### config.mk
export PLATFORM = sky130hd
export DESIGN_NAME = mandel_cfg_loader
export DESIGN_NICKNAME = d
export VERILOG_FILES = /design/src/rtl/mandel_pkg.sv /design/src/rtl/mandel_cfg_loader.sv
export SDC_FILE = /design/constraint.sdc
export NUM_CORES = 1
export LEC_CHECK = 0
export ABC_AREA = 0
export CAP_MARGIN = 20
export CORE_UTILIZATION = 47
export DETAILED_ROUTE_END_ITERATION = 12
export GPL_ROUTABILITY_DRIVEN = 0
export MAX_ROUTING_LAYER = met4
export PLACE_DENSITY = 0.7
export SLEW_MARGIN = 20
export SYNTH_ARGS = -nofsm -noshare
export SYNTH_HDL_FRONTEND = slang
export SYNTH_SLANG_ARGS = --single-unit
### constraint.sdc
create_clock -name clk -period 2.48 [get_ports clk]
set_clock_uncertainty 0.1 [all_clocks]
set_input_delay 0.496 -clock clk [delete_from_list [all_inputs] [get_ports clk]]
set_output_delay 0.496 -clock clk [all_outputs]
set_load 0.01 [all_outputs]
### src/rtl/mandel_pkg.sv
// Shared definitions for the mandelbrot configuration loader: frame width
// helper, default field layout and FSM state encoding.
package mandel_pkg;

  localparam int DEF_BITWIDTH   = 11;
  localparam int DEF_CTRWIDTH   = 7;
  localparam int DEF_SCALEWIDTH = 2;

  function automatic int cfg_width(input int scalewidth, input int bitwidth,
                                   input int ctrwidth);
    return scalewidth + 2 * bitwidth + ctrwidth;
  endfunction

  // Field LSB positions inside the staging word for the default widths.
  localparam int DEF_CFG_WIDTH = cfg_width(DEF_SCALEWIDTH, DEF_BITWIDTH, DEF_CTRWIDTH);
  localparam int DEF_CTR_LSB   = 0;
  localparam int DEF_CR_LSB    = DEF_CTRWIDTH;
  localparam int DEF_CI_LSB    = DEF_CTRWIDTH + DEF_BITWIDTH;
  localparam int DEF_SCALE_LSB = DEF_CTRWIDTH + 2 * DEF_BITWIDTH;

  localparam logic [1:0] ST_IDLE    = 2'd0;
  localparam logic [1:0] ST_SHIFT   = 2'd1;
  localparam logic [1:0] ST_PENDING = 2'd2;

endpackage

### src/rtl/mandel_cfg_loader.sv
// Framed bit-serial configuration loader: length-checked staging, atomic
// commit while the core is idle, and a daisy-chain serial output.
module mandel_cfg_loader
  import mandel_pkg::*;
#(
  parameter int BITWIDTH   = 11,
  parameter int CTRWIDTH   = 7,
  parameter int SCALEWIDTH = 2
) (
  input  logic                  clk,
  input  logic                  reset,
  input  logic                  sin_frame,
  input  logic                  sin_valid,
  input  logic                  sin_data,
  input  logic                  core_busy,
  output logic                  sout_data,
  output logic [SCALEWIDTH-1:0] scaling,
  output logic [BITWIDTH-1:0]   ci_offset,
  output logic [BITWIDTH-1:0]   cr_offset,
  output logic [CTRWIDTH-1:0]   max_ctr,
  output logic                  cfg_update,
  output logic                  cfg_pending,
  output logic                  cfg_error,
  output logic                  cfg_valid
);

  localparam int CFG_WIDTH = cfg_width(SCALEWIDTH, BITWIDTH, CTRWIDTH);
  localparam int CNTW      = $clog2(CFG_WIDTH + 2);
  localparam int CI_LSB    = CTRWIDTH + BITWIDTH;
  localparam int CR_LSB    = CTRWIDTH;

  localparam logic [CNTW-1:0] CNT_FULL = CNTW'(CFG_WIDTH);
  localparam logic [CNTW-1:0] CNT_SAT  = CNTW'(CFG_WIDTH + 1);

  // Handshake: a bit is taken on every clock where sin_frame and sin_valid
  // are both high; there is no backpressure, the loader is always ready.
  logic [1:0]           state;
  logic [CFG_WIDTH-1:0] staging;
  logic [CNTW-1:0]      bit_cnt;
  logic                 accept;
  logic                 frame_ok;
  logic                 commit;
  logic [CNTW-1:0]      first_cnt;

  assign accept    = sin_frame & sin_valid;
  assign frame_ok  = (bit_cnt == CNT_FULL);
  assign first_cnt = {{(CNTW-1){1'b0}}, sin_valid};

  always_comb begin
    commit = 1'b0;
    case (state)
      ST_SHIFT:   commit = !sin_frame && frame_ok && !core_busy;
      ST_PENDING: commit = !sin_frame && !core_busy;
      default:    commit = 1'b0;
    endcase
  end

  always_ff @(posedge clk) begin
    if (reset) begin
      state       <= ST_IDLE;
      staging     <= '0;
      bit_cnt     <= '0;
      sout_data   <= 1'b0;
      scaling     <= '0;
      ci_offset   <= '0;
      cr_offset   <= '0;
      max_ctr     <= '1;
      cfg_update  <= 1'b0;
      cfg_pending <= 1'b0;
      cfg_error   <= 1'b0;
      cfg_valid   <= 1'b0;
    end else begin
      cfg_update <= commit;

      if (accept) begin
        staging   <= {staging[CFG_WIDTH-2:0], sin_data};
        sout_data <= staging[CFG_WIDTH-1];
      end

      if (commit) begin
        scaling   <= staging[CFG_WIDTH-1 -: SCALEWIDTH];
        ci_offset <= staging[CI_LSB +: BITWIDTH];
        cr_offset <= staging[CR_LSB +: BITWIDTH];
        max_ctr   <= staging[CTRWIDTH-1:0];
        cfg_valid <= 1'b1;
        cfg_error <= 1'b0;
      end

      case (state)
        ST_IDLE: begin
          if (sin_frame) begin
            state   <= ST_SHIFT;
            bit_cnt <= first_cnt;
          end
        end
        ST_SHIFT: begin
          if (sin_frame) begin
            if (accept && bit_cnt != CNT_SAT) bit_cnt <= bit_cnt + 1'b1;
          end else if (frame_ok) begin
            if (core_busy) begin
              state       <= ST_PENDING;
              cfg_pending <= 1'b1;
            end else begin
              state <= ST_IDLE;
            end
          end else begin
            cfg_error <= 1'b1;
            state     <= ST_IDLE;
          end
        end
        ST_PENDING: begin
          // A new frame supersedes the staged one without flagging an error.
          if (sin_frame) begin
            state       <= ST_SHIFT;
            bit_cnt     <= first_cnt;
            cfg_pending <= 1'b0;
          end else if (!core_busy) begin
            state       <= ST_IDLE;
            cfg_pending <= 1'b0;
          end
        end
        default: state <= ST_IDLE;
      endcase
    end
  end

endmodule

### Word level (Yosys, flattened, before mapping)

Cells that the tools add are included.

* register bits after elaboration: 75
* logic and storage cells: 61
* output and inout port bits: 36

* add/subtract/negate cells: 1
* bitwise operators: 1
* muxes and demuxes: 22
* reductions and logical operators: 13
* eq/ne operators: 12

Operators with widths (count)
* $mux 6: 3
* $mux 2: 6
* $ne 2x2->1 const B: 6
* $pmux 6 s2: 1
* $mux 1: 9
* $add 6x1->6 const B: 1
* $eq 6x5->1 const B: 1
* $ne 6x6->1 const B: 1
* $pmux 2 s3: 1
* $reduce_and 5->1: 1
* $logic_and 1x1->1: 4
* $pmux 1 s2: 2
* $reduce_and 4->1: 1
* $reduce_bool 2->1: 2
* $ne 3x3->1 const B: 1
* $reduce_and 3->1: 1
* $eq 2x1->1 const B: 1
* $eq 2x2->1 const B: 1
* $logic_not 1->1: 2
* $logic_not 2->1: 1
* $ne 2x1->1 const B: 1
* $reduce_or 2->1: 1
* $and 1x1->1: 1

### Longest topological paths before layout

* word-level depth: 8
* gate-level depth with buffers: 7

### Worst setup path before layout

No wires, ideal clock.

* kind: reg-to-reg
* start point: reg state[1]
* end point: reg bit_cnt[2]
* slack: 0.708 ns
* setup time: 0.096 ns
* period minus slack after synthesis: 1.772 ns
* arrival time: 1.576 ns
* path buffers: 0
* stages on the path, launching flop included: 7
* cell sequence: dfxtp_1 inv_1 ha_1 nor2b_1 o221ai_1 or2_4 o41ai_2

* word-level cells in the longest chain between the ends: 4
* elaborated cells between the ends (all ways): 10
* classes of those cells: eq/ne: 5; mux: 1; reduce/logical: 4

RTL lines
* start: declaration: line mandel_cfg_loader.sv:37 `logic [1:0] state;`
* start signal: assignment: line mandel_cfg_loader.sv:60 `state <= ST_IDLE;`
* start signal: assignment: line mandel_cfg_loader.sv:92 `state <= ST_SHIFT;`
* start signal: assignment: line mandel_cfg_loader.sv:101 `state <= ST_PENDING;`
* $eq 2x2->1 or $logic_not 2->1 (tied branches): line mandel_cfg_loader.sv:89 `case (state)`
* $reduce_or 2->1 (no source line)
* $ne 2x1->1 (no source line) or $reduce_bool 2->1 (tied branches)
* $reduce_and 4->1 (no source line)
* end signal: assignment: line mandel_cfg_loader.sv:93 `bit_cnt <= first_cnt;`
* end signal: assignment: line mandel_cfg_loader.sv:98 `if (accept && bit_cnt != CNT_SAT) bit_cnt <= bit_cnt + 1'b1;`
* end signal: assignment: line mandel_cfg_loader.sv:115 `bit_cnt <= first_cnt;`
* end: declaration: line mandel_cfg_loader.sv:39 `logic [CNTW-1:0] bit_cnt;`

Several ways; a longest one is shown, not always the timed one.
A chain may end at the register's enable or synchronous reset.

### Worst setup path after layout

Ends and elaborated chain as after synthesis.

==> impl.org <==
** Status
- Run status :: finished, final reports clean

** Timing
- For the final routed database, the setup TNS stands at 0 ns.
- Worst-case headroom to the max-slew limit :: 58.9%
- Number of pins with negative max-slew slack in the final report :: 0
- Static timing analysis puts the maximum clock frequency at 0.499 GHz.
- Final period demand of the worst path :: 2.00 ns
- Setup repair after global routing missed its margin :: no
- The final critical path takes up 80.8% of the cycle.
- Worst Hold Margin :: 0.356 ns
- Final number of setup-violating endpoints :: 0
- The number of endpoints with negative hold slack in the final report is 0.
- Slew at the pin closest to its max-slew limit :: 0.617 ns

** Drt
- In the detailed route, the total length drawn on met2 is 2550 um.
- Via count :: 2439
- Using the TritonRoute via totals, the vias-per-cell ratio works out to 5.07.
- Signal routing reaches up to met4.
- Number of design rule violations left after detail routing :: 0
- Length of the first detailed-routing pass in iterations :: 4
- Summed over all nets, wire length on met3 after detailed routing comes to 211 um.
- Drt total wl :: 5640 um
- Average wire per standard cell :: 11.7 um
- For this block, wires on met1 add up to 2800 um.
- Number of nets still failing antenna checks after routing :: 0
- For this block, the initial DRC count from the detailed router was 97.

** Logic synthesis
- Yosys mapped the design onto 38 distinct sky130hd cell types.
- The synthesized design spends more area on one cell type than any other, namely dfxtp_1.
- Synthesized netlist net count :: 378
- Syn Inst Count :: 366
- Counting flops with a built-in enable in the synthesized netlist gives 0.
- In this run, synthesis produced a sequential element count of 75.
- Top cells by count, synth :: nand2_1 (123), dfxtp_1 (75), a21oi_1 (37)
- Summing every instance area after synthesis gives 3080 um^2.
- Mean area per synthesized cell :: 8.42 um^2
- The Yosys step of the flow raised 0 warnings.
- After synthesis, the share of flip-flops with an asynchronous set or reset is 0%.
- By area the synthesized netlist is led by dfxtp_1 (49%), nand2_1 (15%), mux2i_1 (10%).
- The share of the Yosys chip area taken by registers is 48.7%.
- Among all flip-flop cells after synthesis, the most frequent one is dfxtp_1.
- Cell with the most instances after synthesis :: nand2_1
- Portion of synthesized cell area occupied by the leading cell type :: 48.7%

** Cells and area
- Area growth from synthesis to layout :: 20.9%
- Proportion of layout cells with a drive suffix above 1 :: 7.43%
- Net count, final :: 412
- Diode count :: 0

** Worst setup path
- Critical Path Sink Type :: flop
- Maximum fanout encountered on the critical timing path :: 8
- WS Path Type :: reg2reg
- Launching element type of the critical path :: flop
- The startpoint identified for the worst register-to-register timing path is state[1].
- Worst path arrival time :: 2.15 ns
- Setup crit start :: state[1]
- For the worst setup path, the data required time is 2.62 ns.

** Placed design
- Number of input and output port buffers inserted :: 41
- DP HPWL :: 3690 um

** Die
- Site Rows :: 29
- Measured along the y axis, the die boundary spans 83.0 um.
- During I/O placement, the number of pins put on the boundary was 42.
- Chip Width :: 83.0 um
- Floorplan die area :: 6880 um^2
- Once the floorplan was initialized, standard cells occupied 48.5% of the core.
- After floorplanning, the core was sized to cover 6350 um^2.

** Clock network
- After clock tree synthesis, the clock-pin slew on the worst setup and hold paths is 0.07 ns.
- Worst-Skew Late Latency :: 0.33 ns
- Count of buffers added by post-CTS timing repair for setup :: 0
- Counting every sink on the clock net gives 75.
- Clock buffer count from CTS :: 9
- Hold repair after CTS inserted 0 buffers.
- Root buf cell :: clkbuf_8
- Once the clock tree was built, the resizer swapped 0 gates to a different size.
- H-tree depth :: 3
- Clock tree from TritonCTS :: yes
- Number of buffers on the longest clock path :: 2

** Power and ir drop
- Total leakage power :: 1.25 nW
- VDD IR max :: 0.381 mV
- In this run the power density over the cells is 625 nW/um^2.

** Global route
- Across every metal layer, demand over resource in global routing totals 18.4%.
- For this run the aggregate overflow at the end of global routing stands at 0.
- Entering global routing, the biggest net connects 44 pins.
- The first global-routing pass estimated 10100 um of wire.
- Initial antenna violation count :: 0
- The via count of the first global-routing pass was 2261.

** Job
- # Max-Cap Violations :: 0

** Min path
- The tightest min-delay check is of the reg2reg type.
- The startpoint identified for the worst hold timing path is cr_offset[8].
==> logic make-up (layout without fill, tap and decap cells) <==
logic type               count (synthesis)  after routing  share of synthesized area (%)
adder cells (fa/ha/maj)                  6              6                           2.44
multiplexers                            31             31                           10.1
flip-flops                              75             75                           48.7
AND/OR/NAND/NOR                        167            167                           22.5
buffers and inverters                   33             71                           5.68
AO/OA/AOI/OAI                           54             54                           10.6
==> through the flow <==
step	instance area (um^2)	power (mW)	setup slack [ns]	cells	util [%]
after detailed placement	3520	1.38	0.249	466	55.4
final	3730	2.33	0.475	481	58.7
after global placement	3520	1.38	0.328	466	55.4
after floorplan	3080	1.34	0.708	366	-
after global routing	3730	2.43	0.296	481	58.7
after CTS	3730	2.36	0.463	481	58.7
==> final timing paths <==
kind	end	depth (start not counted)	slack [ns]
setup reg to reg	bit_cnt[2]	6	0.48
setup / recovery	bit_cnt[2]	6	0.48
hold reg to reg	cr_offset[8]	2	0.36
hold / removal	cr_offset[8]	2	0.36
==> metal layers <==
metal | vias to the layer above | GRT usage [%]
met5 | - | -
met4 | 0 | 7.21
met3 | 5 | 4.37
met2 | 43 | 29.7
met1 | 1118 | 22.4
li1 | 1273 | -
==> flip-flops by register name, summed over array words and instances (netlist names) <==
register	flops
cfg_update	1
cfg_error	1
scaling	2
cfg_pending	1
cr_offset	11
state	2
ci_offset	11
sout_data	1
bit_cnt	6
max_ctr	7
cfg_valid	1
staging	31
==> area by class of cell <==
type                    count  area (um^2)
well taps                  77         96.3
flip-flops and latches     75         1500
clock inverters             5         78.8
clock buffers              10          128
fillers                   590         2620
multi-input cells         258         1410
repair buffers             49          490
inverters                   7         26.3
==> critical path, cell delays in order (launching register included) <==
cell,delay [ns]
dfxtp_1,0.40
inv_1,0.08
ha_1,0.25
inv_1,0.13
o221ai_1,0.30
or2_4,0.36
o41ai_2,0.30
==> report_power, final <==
group	leakage [nW]	total (mW)	internal [mW]	switching, mW
sequential	0.605	1.22	1.21	0.00773
combinational	0.536	0.135	0.0458	0.0896
clock	0.106	0.976	0.560	0.417
total	1.25	2.33	1.82	0.514
==> cell usage in the layout (no fill, tap or decap), drive strengths merged, types with 3 or more instances in the layout <==
| cell type | count |
|---|---|
| a21oi | 37 |
| and3 | 3 |
| buf | 9 |
| clkbuf | 10 |
| clkdlybuf4s50 | 40 |
| clkinv | 3 |
| dfxtp | 75 |
| ha | 6 |
| inv | 7 |
| mux2i | 31 |
| nand2 | 123 |
| nor2 | 20 |
| nor3 | 4 |
| o21ai | 3 |
Power figures use the tool's default switching activity.
